## src/rtl/bcd2bin_conv_pkg.sv

```systemverilog
// bcd2bin_conv_pkg: shared definitions for the BCD-to-binary converter.
//   - state_e        : FSM state encoding (2 bits)
//   - BCD_* consts   : digit adjust threshold/value and largest legal digit
package bcd2bin_conv_pkg;

  typedef enum logic [1:0] {
    ST_IDLE  = 2'b00,
    ST_CHECK = 2'b01,
    ST_CONV  = 2'b10,
    ST_FIN   = 2'b11
  } state_e;

  localparam logic [3:0] BCD_ADJ_THRESH = 4'd8;
  localparam logic [3:0] BCD_ADJ_VAL    = 4'd3;
  localparam logic [3:0] BCD_MAX_DIGIT  = 4'd9;

endpackage

```

## src/rtl/bcd2bin_dig_adj.sv

```systemverilog
// bcd2bin_dig_adj: combinational single-digit step of reverse double-dabble.
//   dig_i     [3:0] : BCD digit after the right shift
//   dig_o     [3:0] : dig_i - 3 when dig_i >= 8, else dig_i
//   invalid_o       : dig_i is not a legal BCD digit (> 9)
module bcd2bin_dig_adj
  import bcd2bin_conv_pkg::*;
(
  input  logic [3:0] dig_i,
  output logic [3:0] dig_o,
  output logic       invalid_o
);

  // A shifted-in half-ten lands as 8 in the lower digit; removing 3 turns
  // it into the correct value 5. Inputs here are always >= 8 when adjusted,
  // so the 4-bit subtraction cannot wrap.
  assign dig_o     = (dig_i >= BCD_ADJ_THRESH) ? (dig_i - BCD_ADJ_VAL) : dig_i;
  assign invalid_o = (dig_i > BCD_MAX_DIGIT);

endmodule

```

## src/rtl/bcd2bin_conv.sv

```systemverilog
// bcd2bin_conv: multi-cycle BCD-to-binary converter (reverse double-dabble).
//   clk          : system clock, rising edge
//   rst_n        : asynchronous active-low reset
//   start        : conversion request, sampled only in IDLE
//   bcd_in       : packed BCD operand, digit 0 in bits [3:0]
//   busy         : conversion in progress (start edge through done cycle)
//   done         : one-cycle pulse, bin_out/err valid
//   bin_out      : converted value, held until the next result
//   err          : set with done when any input digit > 9
//   dbg_state_o  : current FSM state for observation
//
// Handshake: start is a level sampled on a rising edge while in IDLE; that
// edge captures bcd_in and raises busy. busy stays high until and including
// the single cycle done is high. start seen outside IDLE is dropped, not
// queued; a start held high re-launches on the first IDLE edge after done.
module bcd2bin_conv
  import bcd2bin_conv_pkg::*;
#(
  parameter int NDIG = 4,
  parameter int BW   = 14,
  parameter int CW   = 4
) (
  input  logic              clk,
  input  logic              rst_n,
  input  logic              start,
  input  logic [4*NDIG-1:0] bcd_in,
  output logic              busy,
  output logic              done,
  output logic [BW-1:0]     bin_out,
  output logic              err,
  output state_e            dbg_state_o
);

  localparam int DW = 4 * NDIG;
  localparam int SW = DW + BW;

  state_e           state_q, state_d;
  logic [CW-1:0]    cnt_q, cnt_d;
  logic [SW-1:0]    sr_q, sr_d;
  logic [BW-1:0]    bin_q, bin_d;
  logic             err_q, err_d;

  logic [SW-1:0]    sr_shift;
  logic [DW-1:0]    adj_in;
  logic [DW-1:0]    adj_out;
  logic [NDIG-1:0]  dig_bad;

  assign sr_shift = sr_q >> 1;

  // The digit cells do double duty: in CHECK they look at the captured
  // operand to flag illegal digits, in CONV they adjust the shifted digits.
  assign adj_in = (state_q == ST_CHECK) ? sr_q[SW-1:BW] : sr_shift[SW-1:BW];

  for (genvar g = 0; g < NDIG; g++) begin : g_dig
    bcd2bin_dig_adj u_adj (
      .dig_i     (adj_in[4*g +: 4]),
      .dig_o     (adj_out[4*g +: 4]),
      .invalid_o (dig_bad[g])
    );
  end

  always_ff @(posedge clk or negedge rst_n) begin
    if (!rst_n) begin
      state_q <= ST_IDLE;
      cnt_q   <= '0;
      sr_q    <= '0;
      bin_q   <= '0;
      err_q   <= 1'b0;
    end else begin
      state_q <= state_d;
      cnt_q   <= cnt_d;
      sr_q    <= sr_d;
      bin_q   <= bin_d;
      err_q   <= err_d;
    end
  end

  always_comb begin
    state_d = state_q;
    cnt_d   = cnt_q;
    sr_d    = sr_q;
    bin_d   = bin_q;
    err_d   = err_q;
    unique case (state_q)
      ST_IDLE: begin
        if (start) begin
          sr_d    = {bcd_in, {BW{1'b0}}};
          cnt_d   = '0;
          state_d = ST_CHECK;
        end
      end
      ST_CHECK: begin
        if (|dig_bad) begin
          err_d   = 1'b1;
          bin_d   = '0;
          state_d = ST_FIN;
        end else begin
          err_d   = 1'b0;
          state_d = ST_CONV;
        end
      end
      ST_CONV: begin
        sr_d  = {adj_out, sr_shift[BW-1:0]};
        cnt_d = cnt_q + CW'(1);
        // Binary bits never reach the digit field, so the low part of the
        // shifted value on the last step is the finished result.
        if (cnt_q == CW'(BW - 1)) begin
          bin_d   = sr_shift[BW-1:0];
          state_d = ST_FIN;
        end
      end
      ST_FIN: begin
        state_d = ST_IDLE;
      end
      default: state_d = ST_IDLE;
    endcase
  end

  assign busy        = (state_q != ST_IDLE);
  assign done        = (state_q == ST_FIN);
  assign bin_out     = bin_q;
  assign err         = err_q;
  assign dbg_state_o = state_q;

endmodule
```

## config.mk

```make
export PLATFORM = sky130hd
export DESIGN_NAME = bcd2bin_conv
export DESIGN_NICKNAME = d
export VERILOG_FILES = /design/src/rtl/bcd2bin_conv_pkg.sv /design/src/rtl/bcd2bin_dig_adj.sv /design/src/rtl/bcd2bin_conv.sv
export SDC_FILE = /design/constraint.sdc
export NUM_CORES = 1
export LEC_CHECK = 0
export BUFFER_PORTS_ARGS = -buffer_cell sky130_fd_sc_hd__buf_2
export CORE_MARGIN = 8
export CORE_UTILIZATION = 52
export DETAILED_ROUTE_END_ITERATION = 8
export PLACE_DENSITY = 0.83
export RECOVER_POWER = 50
export SYNTH_ARGS = -nofsm -noshare
export SYNTH_HDL_FRONTEND = slang
export SYNTH_SLANG_ARGS = --single-unit
```

## constraint.sdc

```tcl
create_clock -name clk -period 2 [get_ports clk]
set_clock_uncertainty 0.1 [all_clocks]
set_input_delay 0.2 -clock clk [delete_from_list [all_inputs] [get_ports clk]]
set_output_delay 0.2 -clock clk [all_outputs]
set_load 0.02 [all_outputs]
```

### After elaboration in Yosys (flattened, before gate mapping)

Cells that the tools add are included.
Widths: inputs -> output; s select.

* add/subtract/negate cells: 5
* magnitude comparators: 8
* equality and inequality tests: 7
* multiplexer cells: 17
* reduce and logical (&&, ||, !) cells: 8

Operator list (number)
* $pmux 30 s2: 1
* $mux 30: 1
* $mux 14: 2
* $pmux 14 s2: 1
* $mux 4: 5
* $ge 4x4->1 const B: 4
* $gt 4x4->1 const B: 4
* $mux 16: 1
* $sub 4x2->4 const B: 4
* $pmux 2 s4: 1
* $pmux 4 s2: 1
* $reduce_bool 2->1: 3
* $add 4x1->4 const B: 1
* $eq 2x2->1 const B: 2
* $eq 4x4->1 const B: 1
* $mux 2: 2
* $ne 2x2->1 const B: 2
* $reduce_and 2->1: 2
* $reduce_or 4->1: 1
* $reduce_and 3->1: 1
* $eq 2x1->1 const B: 1
* $logic_not 2->1: 1
* $mux 1: 2
* $ne 2x1->1 const B: 1

* register bits after elaboration: 51
* output and inout port bits: 19

### Longest topological paths before layout

* word-level depth: 6
* gate-level depth with buffers: 10
* depth with buffers taken out: 8

### Modules after synthesis

From an unflattened synthesis, not the netlist that was laid out.

* cells, all modules: 283
* area total of the unflattened synthesis: 2917.8 µm²

Modules (own cells, without submodules)
* bcd2bin_conv: instances 1, cells an instance 227, area each 2517.4 µm²
* bcd2bin_dig_adj: instances 4, cells an instance 14, area each 100.1 µm²

### Worst setup path before layout

Ideal clock, no wire load.

* kind: register to register
* from: register state_q[1] (netlist: dbg_state_o[1])
* to: register sr_q[29]
* library setup time: 0.136 ns
* arrival: 1.970 ns
* setup slack: -0.205 ns
* cell stages (with the launch flop): 11
* path buffers: 3
* period minus slack after synthesis: 2.205 ns
* path through: dfrtp_1 > inv_1 > ha_1 > buf_6 > buf_4 > clkbuf_1 > a32oi_1 > o21ai_0 > ha_1 > mux2i_1 > o21ai_0

* cells in the longest elaborated chain, start to end: 5

RTL lines
* from (decl): line bcd2bin_conv.sv:37 `state_e state_q, state_d;`
* from (signal assigned): line bcd2bin_conv.sv:70 `state_q <= state_d;`
* $eq 2x1->1: line bcd2bin_conv.sv:52 `assign adj_in = (state_q == ST_CHECK) ? sr_q[SW-1:BW] : sr_shift[SW-1:BW];`
* $mux 16: line bcd2bin_conv.sv:52
* $sub 4x2->4 or $ge 4x4->1 (tied branches): line bcd2bin_dig_adj.sv:16 `assign dig_o = (dig_i >= BCD_ADJ_THRESH) ? (dig_i - BCD_ADJ_VAL) : dig_i;`
* $mux 4: line bcd2bin_dig_adj.sv:16
* $pmux 30 s2: line bcd2bin_conv.sv:84 `unique case (state_q)`
* to (signal assigned): line bcd2bin_conv.sv:72 `sr_q <= sr_d;`
* to (decl): line bcd2bin_conv.sv:39 `logic [SW-1:0] sr_q, sr_d;`

Parallel ways exist; a longest one is shown, timed or not.
A chain may end at the register's enable or synchronous reset.

### Final worst setup path

* from: register state_q[1] (netlist: dbg_state_o[1])
* to: register bin_q[13] (netlist: bin_out[13])

* cells in the longest elaborated chain, start to end: 6

RTL lines
* $eq 2x1->1: line bcd2bin_conv.sv:52, bcd2bin_conv.sv:84
* $mux 16: line bcd2bin_conv.sv:52
* $gt 4x4->1: line bcd2bin_dig_adj.sv:17 `assign invalid_o = (dig_i > BCD_MAX_DIGIT);`
* $reduce_or 4->1: line bcd2bin_conv.sv:93 `if (|dig_bad) begin`
* $ne 2x1->1 (no source line)
* $reduce_and 3->1 (no source line)
* to (signal assigned): line bcd2bin_conv.sv:73 `bin_q <= bin_d;`
* to (decl): line bcd2bin_conv.sv:40 `logic [BW-1:0] bin_q, bin_d;`

Parallel ways exist; a longest one is shown, timed or not.

==> flow_metrics.py <==
metrics = {
    "logic_synthesis": {
        "synth_cell_types": 45,
        "synth_sequential_area_ratio_pct": 41.4,
        "synthTopCellsByCount": "50 x dfrtp_1, 39 x o21ai_0, 37 x nand2_1",
        "synth_area_per_cell_sq_um": 8.82,
        "yosysTopAreaCell": "dfrtp_1",
        "synth_seq_cells": 50,
        "synth_area_sq_um": 3020,
        "ys_warn_count": 0,
        "synth_edf_count": 0,
        "syn_inst": 343,
        "yosysMostFrequentCell": "dfrtp_1",
        "yosys-top-cells-area": "dfrtp_1 41%, o21ai_0 6.5%, a21oi_1 4.6%",
        "asyncSetResetFlopFracSynth_pct": 100,
        "ys_dominant_reg_cell": "dfrtp_1",
        "syn-num-nets": 371,
        "synth_top_area_share_pct": 41.4,
    },
    "die": {
        "die-area_sq_um": 8510,
        "die_w_um": 92.3,
        "initial_core_util_pct": 54.3,
        "die_h_um": 92.3,
        "io_pins": 38,
        "core_area_sq_um": 5570,
        "row_count": 27,
    },
    "worst_setup_path": {
        "r2r-end": "bin_out[13]",
        "critPathCaptureType": "flip-flop",
        "required_ns": 2.10,
        "crit_path_start_kind": "flip-flop",
        "reg2reg_slack_ns": -0.03,
        "cp_data_arrival_time_ns": 2.13,
        "startpoint": "dbg_state_o[1]",
        "cp-endpoint": "bin_out[13]",
        "ff2ff_path_depth": 7,
        "r2r-start": "dbg_state_o[1]",
        "critPathKind": "flip-flop to flip-flop",
        "crit_fanout": 7,
    },
    "clock_network": {
        "cts_tree": "built",
        "htreeDepth": 2,
        "clkLatencyLatePin_ns": 0.31,
        "clock_sinks": 50,
        "clkTransAtPathRegs_ns": 0.09,
        "cts_root_buf": "clkbuf_8",
        "numCtsBuffers": 5,
        "clk_path_buf_depth": 2,
    },
    "cells_and_area": {
        "area_delta_synth_final_pct": 19.8,
        "layout-drive-gt1-share_pct": 27.2,
        "final_util_pct": 65.0,
        "nets": 420,
        "antennaDiodeCount": 0,
        "layout.cells.non_filler": 465,
    },
    "detailed_routing": {
        "ant_nets": 0,
        "drc": 0,
        "wl_per_cell_um": 16.8,
        "dr.first_iter.drc_count": 279,
        "viasPerCell": 6.03,
        "routed_wl_um": 7830,
        "firstDrtPassIters": 5,
        "vias": 2802,
    },
    "grt": {
        "grt_max_degree": 27,
        "antenna_found_initial": 0,
        "grt_pass1_wl_um": 12300,
        "track_usage_pct": 17.7,
        "grt_pass1_vias": 2564,
        "grt_overflow": 0,
    },
    "power_and_ir_drop": {
        "ir_worst_vdd_mv": 0.732,
        "total_power_mw": 6.24,
        "leakage_nw": 1.63,
        "powerDensity_nw_per_um2": 1720,
    },
    "place": {
        "portBuffers": 37,
        "place.gp.congestion": 0.874,
        "hpwlAfterDp_um": 5220,
        "numPlacedInstances": 448,
    },
    "min_path": {
        "hp-class": "input port to flip-flop",
    },
    "timing": {
        "fmax_ghz": 0.492,
        "hold_ws_ns": 0.0949,
        "min_period_over_period_pct": 102,
        "rsz0062_at_grt": "yes",
        "worst_slack_ns": -0.0313,
        "fin_crit_ns": 2.03,
        "tightestPinTransition_ns": 1.36,
        "finalSetupViolCount": 10,
        "final_hold_viol_count": 0,
        "relSlewSlack_pct": 9.38,
        "finalMaxSlewViolations": 0,
    },
    "status": {
        "violations": "negative setup slack",
        "status": "complete, but fails checks",
    },
    "job": {
        "cap_violations": 0,
    },
}
cell type report:
type                    count  area, sq um
repair buffers             75          508
inverters                  14         57.6
multi-input cells         246         1600
fillers                   463         1950
flip-flops and latches     50         1250
well taps                  72         90.1
clock buffers               5         68.8
clock inverters             3         47.5
logic make-up after synthesis:
kind of cell / count (synthesis) / share of synthesized area (%)
and+or+nand+nor: 84 / 12.5
buffers and inverters: 48 / 8.69
DFF: 50 / 41.4
muxes: 6 / 2.19
AOI/OAI and AO/OA: 136 / 28.6
xor gates and xnor gates: 10 / 2.90
adders and majority gates: 9 / 3.72
routing by layer:
metal	vias to the layer above	track usage, %	part of all wire (%)
li1	1315	-	-
met1	1363	22.7	44
met2	113	29.3	49
met3	11	2.85	6.1
met4	0	6.17	1.6
met5	-	0	0
placed cells by master (no fill, tap or decap), types with 5 or more instances in the layout:
cell / count
dfrtp_1: 48
nand2_1: 37
buf_2: 33
buf_4: 31
o21ai_0: 27
a21oi_1: 25
nor2_1: 24
a22o_1: 14
o21ai_1: 13
inv_1: 12
o22ai_1: 11
o21ai_2: 11
nor3_1: 9
a31oi_1: 7
o211ai_1: 7
xnor2_1: 6
ha_1: 6
and3_1: 5
clkbuf_8: 5
registers in the layout (all words and copies together), names as in the netlist:
name,flops
err,1
dbg_state_o,2
sr_q,29
bin_out,14
cnt_q,4
where the power goes:
group / switching [mW] / leakage (nW) / internal [mW]
Clock: 0.367 / 0.0587 / 0.380
Combinational: 2.24 / 0.925 / 1.64
Sequential: 0.307 / 0.642 / 1.30
Total: 2.92 / 1.63 / 3.32
metrics by stage:
stage | setup TNS [ns] | setup slack (ns) | instance area (sq um)
final | -0.176 | -0.0313 | 3620
after global routing | -1.70 | -0.137 | 3620
after CTS | 0 | 0.00106 | 3490
after detailed placement | -0.0107 | -0.00430 | 3360
after global placement | 0 | 0.0636 | 3360
after floorplan | 0 | 0.00264 | 3040
how the worst min path moves through the flow:
stage	startpoint	to	slack, ns	cells past startpoint
6_report	bcd_in[7]	sr_q[21]	0.09	3
5_1_grt	bcd_in[7]	sr_q[21]	0.11	3
4_1_cts	bcd_in[7]	sr_q[21]	0.09	3
3_5_place_dp	rst_n	sr_q[29]	0.13	1
3_3_place_gp	rst_n	sr_q[29]	0.12	1
2_1_floorplan	rst_n	bin_out[0]	-0.20	0
critical path: stages (launching register included):
cell and delay (ns):
dfrtp_2 0.43, inv_4 0.09, ha_1 0.19, nor3b_2 0.25
o21ai_1 0.13, nor4_4 0.36, or2_4 0.29, o21ai_2 0.08
what timing repair did:
item / in CTS / in global routing
pin swaps: 0 / 14
hold buffers: 1 / 0
cloned: 0 / 2
gates resized for setup: 1 / 35
setup endpoints to repair: 2 / 23
hold endpoints to repair: 24 / 0
setup buffers: 0 / 6
(Power assumes the default switching activity.)
